===== src/rtl/qr_stream_pkg.sv =====
// Shared types and defaults for the QR core front/back-end streamer.
package qr_stream_pkg;

    localparam int unsigned DEF_ROWS       = 8;
    localparam int unsigned DEF_D_WIDTH    = 4;
    localparam int unsigned DEF_DATA_WIDTH = 20;

    typedef enum logic [2:0] {
        LOAD,
        CORE_RST,
        SEND,
        WAIT,
        DRAIN
    } qr_state_e;

    typedef logic signed [DEF_DATA_WIDTH*DEF_D_WIDTH-1:0] qr_row_t;

endpackage


===== src/rtl/qr_row_buf.sv =====
// Row buffer: one synchronous write port, one combinational read port.
module qr_row_buf
    import qr_stream_pkg::*;
#(
    parameter int unsigned ROWS = DEF_ROWS,
    parameter int unsigned W    = DEF_DATA_WIDTH * DEF_D_WIDTH,
    localparam int unsigned AW  = (ROWS > 1) ? $clog2(ROWS) : 1
) (
    input  logic          clk,
    input  logic          we,
    input  logic [AW-1:0] waddr,
    input  logic [W-1:0]  wdata,
    input  logic [AW-1:0] raddr,
    output logic [W-1:0]  rdata
);

    logic [W-1:0] mem [ROWS];

    // Store one row per write strobe; contents need no reset because
    // validity is tracked by the owner's index counters.
    always_ff @(posedge clk) begin
        if (we) begin
            mem[waddr] <= wdata;
        end
    end

    // Asynchronous read of the addressed row.
    always_comb begin
        rdata = mem[raddr];
    end

endmodule


===== src/rtl/qr_matrix_streamer.sv =====
// Buffers an input matrix, sequences the QR core (reset, gapless row feed),
// captures its unthrottled result rows and releases them downstream.
module qr_matrix_streamer
    import qr_stream_pkg::*;
#(
    parameter int unsigned D_WIDTH    = DEF_D_WIDTH,
    parameter int unsigned DATA_WIDTH = DEF_DATA_WIDTH,
    parameter int unsigned ROWS       = DEF_ROWS,
    parameter int unsigned TIMEOUT    = 64
) (
    input  logic                          clk,
    input  logic                          rst,
    input  logic                          ld_valid,
    output logic                          ld_ready,
    input  logic [DATA_WIDTH*D_WIDTH-1:0] ld_row,
    output logic                          qr_rst_n,
    output logic                          qr_valid,
    output logic [DATA_WIDTH*D_WIDTH-1:0] qr_a_ij,
    input  logic                          qr_valid_o,
    input  logic [DATA_WIDTH*D_WIDTH-1:0] qr_out_r,
    output logic                          res_valid,
    input  logic                          res_ready,
    output logic [DATA_WIDTH*D_WIDTH-1:0] res_row,
    output logic                          res_last,
    output logic                          busy,
    output logic                          err
);

    localparam int unsigned RW = DATA_WIDTH * D_WIDTH;
    localparam int unsigned IW = (ROWS > 1) ? $clog2(ROWS) : 1;
    localparam int unsigned TW = $clog2(TIMEOUT + 1);
    localparam logic [IW-1:0] LAST_IDX = IW'(ROWS - 1);
    localparam logic [TW-1:0] TMO_LAST = TW'(TIMEOUT - 1);

    function automatic logic [IW-1:0] idx_inc(input logic [IW-1:0] i);
        return (i == LAST_IDX) ? '0 : i + 1'b1;
    endfunction

    qr_state_e     state_q, state_d;
    logic [IW-1:0] ld_idx, snd_idx, cap_idx, rd_idx;
    logic [TW-1:0] tmo_cnt;
    logic          ld_fire, cap_fire, res_fire, tmo_hit;
    logic [IW-1:0] in_raddr;
    logic [RW-1:0] in_rdata, out_rdata;

    assign ld_fire  = (state_q == LOAD)  && ld_valid;
    assign cap_fire = (state_q == WAIT)  && qr_valid_o;
    assign res_fire = (state_q == DRAIN) && res_ready;
    assign tmo_hit  = (state_q == WAIT) && (tmo_cnt == TMO_LAST)
                      && !(cap_fire && (cap_idx == LAST_IDX));

    // The core-facing outputs are registered, so the in_buf is read one row
    // ahead: row 0 during CORE_RST, row k+1 while row k is on the bus.
    assign in_raddr = (state_q == SEND) ? idx_inc(snd_idx) : '0;

    qr_row_buf #(.ROWS(ROWS), .W(RW)) in_buf (
        .clk   (clk),
        .we    (ld_fire),
        .waddr (ld_idx),
        .wdata (ld_row),
        .raddr (in_raddr),
        .rdata (in_rdata)
    );

    qr_row_buf #(.ROWS(ROWS), .W(RW)) out_buf (
        .clk   (clk),
        .we    (cap_fire),
        .waddr (cap_idx),
        .wdata (qr_out_r),
        .raddr (rd_idx),
        .rdata (out_rdata)
    );

    // State register.
    always_ff @(posedge clk) begin
        if (rst) begin
            state_q <= LOAD;
        end else begin
            state_q <= state_d;
        end
    end

    // Next-state decode and handshake-side outputs.
    always_comb begin
        state_d   = state_q;
        ld_ready  = 1'b0;
        busy      = 1'b1;
        res_valid = 1'b0;
        res_last  = 1'b0;
        res_row   = '0;
        case (state_q)
            LOAD: begin
                ld_ready = 1'b1;
                busy     = 1'b0;
                if (ld_fire && (ld_idx == LAST_IDX)) state_d = CORE_RST;
            end
            CORE_RST: state_d = SEND;
            SEND: begin
                if (snd_idx == LAST_IDX) state_d = WAIT;
            end
            WAIT: begin
                if (cap_fire && (cap_idx == LAST_IDX)) state_d = DRAIN;
                else if (tmo_hit)                      state_d = LOAD;
            end
            DRAIN: begin
                res_valid = 1'b1;
                res_row   = out_rdata;
                res_last  = (rd_idx == LAST_IDX);
                if (res_fire && (rd_idx == LAST_IDX)) state_d = LOAD;
            end
            default: state_d = LOAD;
        endcase
    end

    // Index counters, timeout counter and sticky error flag.
    always_ff @(posedge clk) begin
        if (rst) begin
            ld_idx  <= '0;
            snd_idx <= '0;
            cap_idx <= '0;
            rd_idx  <= '0;
            tmo_cnt <= '0;
            err     <= 1'b0;
        end else begin
            if (ld_fire) ld_idx <= idx_inc(ld_idx);

            if (state_q == CORE_RST)  snd_idx <= '0;
            else if (state_q == SEND) snd_idx <= idx_inc(snd_idx);

            if (tmo_hit)       cap_idx <= '0;
            else if (cap_fire) cap_idx <= idx_inc(cap_idx);

            if (res_fire) rd_idx <= idx_inc(rd_idx);

            if (state_q == SEND)      tmo_cnt <= '0;
            else if (state_q == WAIT) tmo_cnt <= tmo_cnt + 1'b1;

            if (tmo_hit || (qr_valid_o && (state_q != WAIT))) err <= 1'b1;
        end
    end

    // Registered core-facing outputs, decoded from the upcoming state.
    always_ff @(posedge clk) begin
        if (rst) begin
            qr_rst_n <= 1'b0;
            qr_valid <= 1'b0;
            qr_a_ij  <= '0;
        end else begin
            qr_rst_n <= (state_d != CORE_RST);
            qr_valid <= (state_d == SEND);
            qr_a_ij  <= (state_d == SEND) ? in_rdata : '0;
        end
    end

endmodule

===== config.mk =====
export PLATFORM = sky130hd
export DESIGN_NAME = qr_matrix_streamer
export DESIGN_NICKNAME = d
export VERILOG_FILES = /design/src/rtl/qr_stream_pkg.sv /design/src/rtl/qr_row_buf.sv /design/src/rtl/qr_matrix_streamer.sv
export SDC_FILE = /design/constraint.sdc
export NUM_CORES = 1
export LEC_CHECK = 0
export BUFFER_PORTS_ARGS = -buffer_cell sky130_fd_sc_hd__clkbuf_2
export CORE_MARGIN = 1
export CORE_UTILIZATION = 55
export CTS_CLUSTER_DIAMETER = 200
export DETAILED_ROUTE_END_ITERATION = 10
export PLACE_DENSITY_LB_ADDON = 0.1
export SKIP_CTS_REPAIR_TIMING = 1
export SLEW_MARGIN = 20
export SYNTH_ARGS = -nofsm -noshare
export SYNTH_HDL_FRONTEND = slang
export SYNTH_SLANG_ARGS = --single-unit

===== constraint.sdc =====
create_clock -name clk -period 29.4 [get_ports clk]
set_input_delay 1.47 -clock clk [delete_from_list [all_inputs] [get_ports clk]]
set_output_delay 1.47 -clock clk [all_outputs]
set_load 0.005 [all_outputs]

==> metrics.md <==
| Metric | Value |
|---|---|
| Root Driver | clkbuf_16 |
| Starting DRT DRC Count | 2,260 |
| Insertion delay to the later sink of the worst-skew pair | 0.73 ns |
| Dpl cell area | 54,600 um^2 |
| Synthesized area per cell | 17.8 um^2 |
| Crit Path Max Fanout | 43 |
| DR vias/cell | 5.82 |
| Fmax | 174 MHz |
| Placed cells | 4,365 |
| H-tree depth | 4 |
| Worst min-delay path class | reg2reg |
| Synth Instances | 2,894 |
| First-pass GRT wire length | 168,000 um |
| # rows | 112 |
| Outcome | complete, no violations |
| Die Height | 308 um |
| Gpl congestion | 0.733 |
| Die width | 308 um |
| Largest family of logic cells by synthesized area | multiplexers |
| Synth unique cells | 47 |
| Detailed-routed wire length on met2 | 57,300 um |
| Design area | 59,000 um^2 |
| Post-Syn Area | 51,600 um^2 |
| Total Die Area | 95,100 um^2 |
| Post-route setup slack | 23.65 ns |
| Synth warn | 0 |
| Worst Path Required | 27.93 ns |
| CTS tree | built |
| IO Count | 332 |
| XOR/XNOR Fraction of Synth Area | 0.000848 |
| Post-synth EDFFs | 1,280 |
| Met1 WL | 45,200 um |
| Critical Path AT | 4.28 ns |
| Met3 wire len | 7560 um |
| Initial Util | 0.554 |
| RSZ-0062 raised after global routing | no |
| Port-buffer cells | 331 |
| Largest net degree at the start of global routing | 94 |
| Synth Area in Compound Gates | 0.0261 |
| Share of cells above drive strength 1 | 0.228 |
| Worst-margin pin slew | 1.11 ns |
| Final Hold Viols | 0 |
| Drt wl/cell | 24.4 um |
| DRC Markers | 0 |
| Yosys reg bits | 1,388 |
| Max_cap viols | 0 |
| Max Root-Sink Buffers | 3 |
| Vias in the first global route | 27,500 |
| Antenna-violating nets left | 0 |
| Layout area overhead | 14.3% |
| Clk sinks | 1,388 |
| Final non-filler cell total | 4,629 |
| Post-Syn Nets | 3,068 |
| Final Setup Violations | 0 |
| Crit. End Element | primary output |
| GRT Total Usage | 0.241 |
| Tcrit/Tclk final | 0.196 |
| Async SR Flop Fraction | 0 |
| Synth Area in Adders | 0.00218 |
| Clock buffer count from CTS | 141 |
| Hold path cells | 2 |
| Clock Pin Slew Worst Setup and Hold Paths | 0.05 ns |
| Leakage | 19.5 nW |
| Fin Clk Skew | 0.0186 ns |
| CP startpoint kind | flip-flop |
| TNS Setup | 0 ns |
| Hpwl dp | 58,600 um |
| Drt total wl | 113,000 um |
| Worst reg2reg path depth | 5 |
| Sequential cell area fraction in the yosys report | 0.786 |
| Period minus WS final | 5.75 ns |
| Grt total ovfl | 0 |
| Pwr per Cell Area | 66.1 nW/um^2 |
| Via count | 27,000 |
| Worst setup slack after placement | 24.18 ns |
| DRT Pass-1 Iters | 5 |
| NumNets Final | 3,428 |
| Max rail drop VDD | 0.0651 mV |
| Top sig layer | met5 |
| Post-synth top flop | edfxtp_1 |
| Proportion of synthesized area in mux cells | 0.101 |
| Synth Area in Simple Gates | 0.0686 |
| Crit Path Category | reg2out |
| Final number of max-transition violations | 0 |
| Floorplan core area | 93,200 um^2 |
| Initial antenna violation count | 17 |
| Worst rel slew slack | 0.261 |
| Pwr Total | 3.90 mW |
## placed cells by master, fill, tap and decap left out, types with 16 or more instances in the layout
| cell | instances |
|---|---|
| a21oi_1 | 16 |
| a31oi_1 | 81 |
| a32oi_1 | 80 |
| and3_1 | 81 |
| buf_4 | 49 |
| clkbuf_1 | 43 |
| clkbuf_16 | 142 |
| clkbuf_2 | 331 |
| clkinv_1 | 19 |
| clkinv_2 | 19 |
| dfxtp_1 | 105 |
| edfxtp_1 | 1280 |
| mux2i_1 | 161 |
| mux4_2 | 160 |
| nand2_1 | 500 |
| nand3_1 | 88 |
| nor2_1 | 91 |
## sequential cells by signal, indices dropped and copies added (netlist names), 3 cells and up, named ones only
name / flops
rd_idx: 3
qr_a_ij: 80
cap_idx: 3
in_buf.mem: 640
snd_idx: 3
ld_idx: 3
state_q: 3
out_buf.mem: 640
tmo_cnt: 7
## Yosys cell counts (3+ instances only)
cell type,count,area (um^2)
xor2_1,4,35.0
clkbuf_1,92,345
mux2i_1,161,1610
or3_1,3,18.8
nor3_1,9,45.0
and3_1,82,513
edfxtp_1,1280,38400
clkbuf_4,8,60.1
nand3_1,88,440
nor3b_1,3,22.5
buf_6,8,90.1
ha_1,9,113
a21oi_1,16,80.1
nor2b_1,6,37.5
buf_2,30,150
nor2_1,100,375
buf_1,19,71.3
inv_1,4,15.0
mux4_2,160,3600
nand2_1,501,1880
nand2b_1,6,37.5
nand3b_1,3,22.5
a32oi_1,80,701
buf_4,7,52.6
a31oi_1,81,507
dfxtp_1,108,2160
## path summary, 6_finish.rpt
path                                  from           endpoint  slack (ns)
worst max-delay path             flip-flop        res_row[22]       23.65
worst min-delay path            tmo_cnt[6]         tmo_cnt[6]        0.49
worst max register to register  state_q[1]  in_buf.mem[6][75]       25.38
worst min register to register  tmo_cnt[6]         tmo_cnt[6]        0.49
## critical path: stages, from the launching register on
cell and delay, ns:
dfxtp_4 0.88, buf_4 0.79, buf_4 0.79, mux4_2 0.58, mux2i_1 0.26, nor2_1 0.07, clkbuf_2 0.15
## cells by family after synthesis
family,Yosys count
adder cells (fa/ha/maj),9
XOR/XNOR,5
multiplexers,321
AO/OA/AOI/OAI,186
AND/OR/NAND/NOR,817
flip-flops,1388
buffers and inverters,168
## layout make-up
type                    instances  area [um^2]
flip-flops and latches       1388        40600
fillers                      6640        34200
multi-input cells            1338        10400
clock buffers                 194         3840
repair buffers                381         2040
well taps                    1254         1570
clock inverters                62          508
diodes                          8         20.0
inverters                       4         15.0
## stage by stage
step | util | hold slack [ns]
global route | 0.633 | 0.508
floorplan | - | 0.449
finish | 0.633 | 0.491
detailed placement | 0.586 | 0.483
CTS | 0.633 | 0.490
global placement | 0.586 | 0.455
## metal layers
layer  GRT usage  up-vias
met3      0.0523      211
met2       0.406      870
met1       0.308    13800
li1            -    12000
met4      0.0874       20
met5           0        -
## power by group
group          switching, mW  total (mW)  internal, mW  leakage (nW)
clock network          0.717        1.67         0.955          2.12
registers            0.00410        2.18          2.17          12.4
logic                 0.0392      0.0510        0.0118          4.95
(Power assumes the default switching activity.)
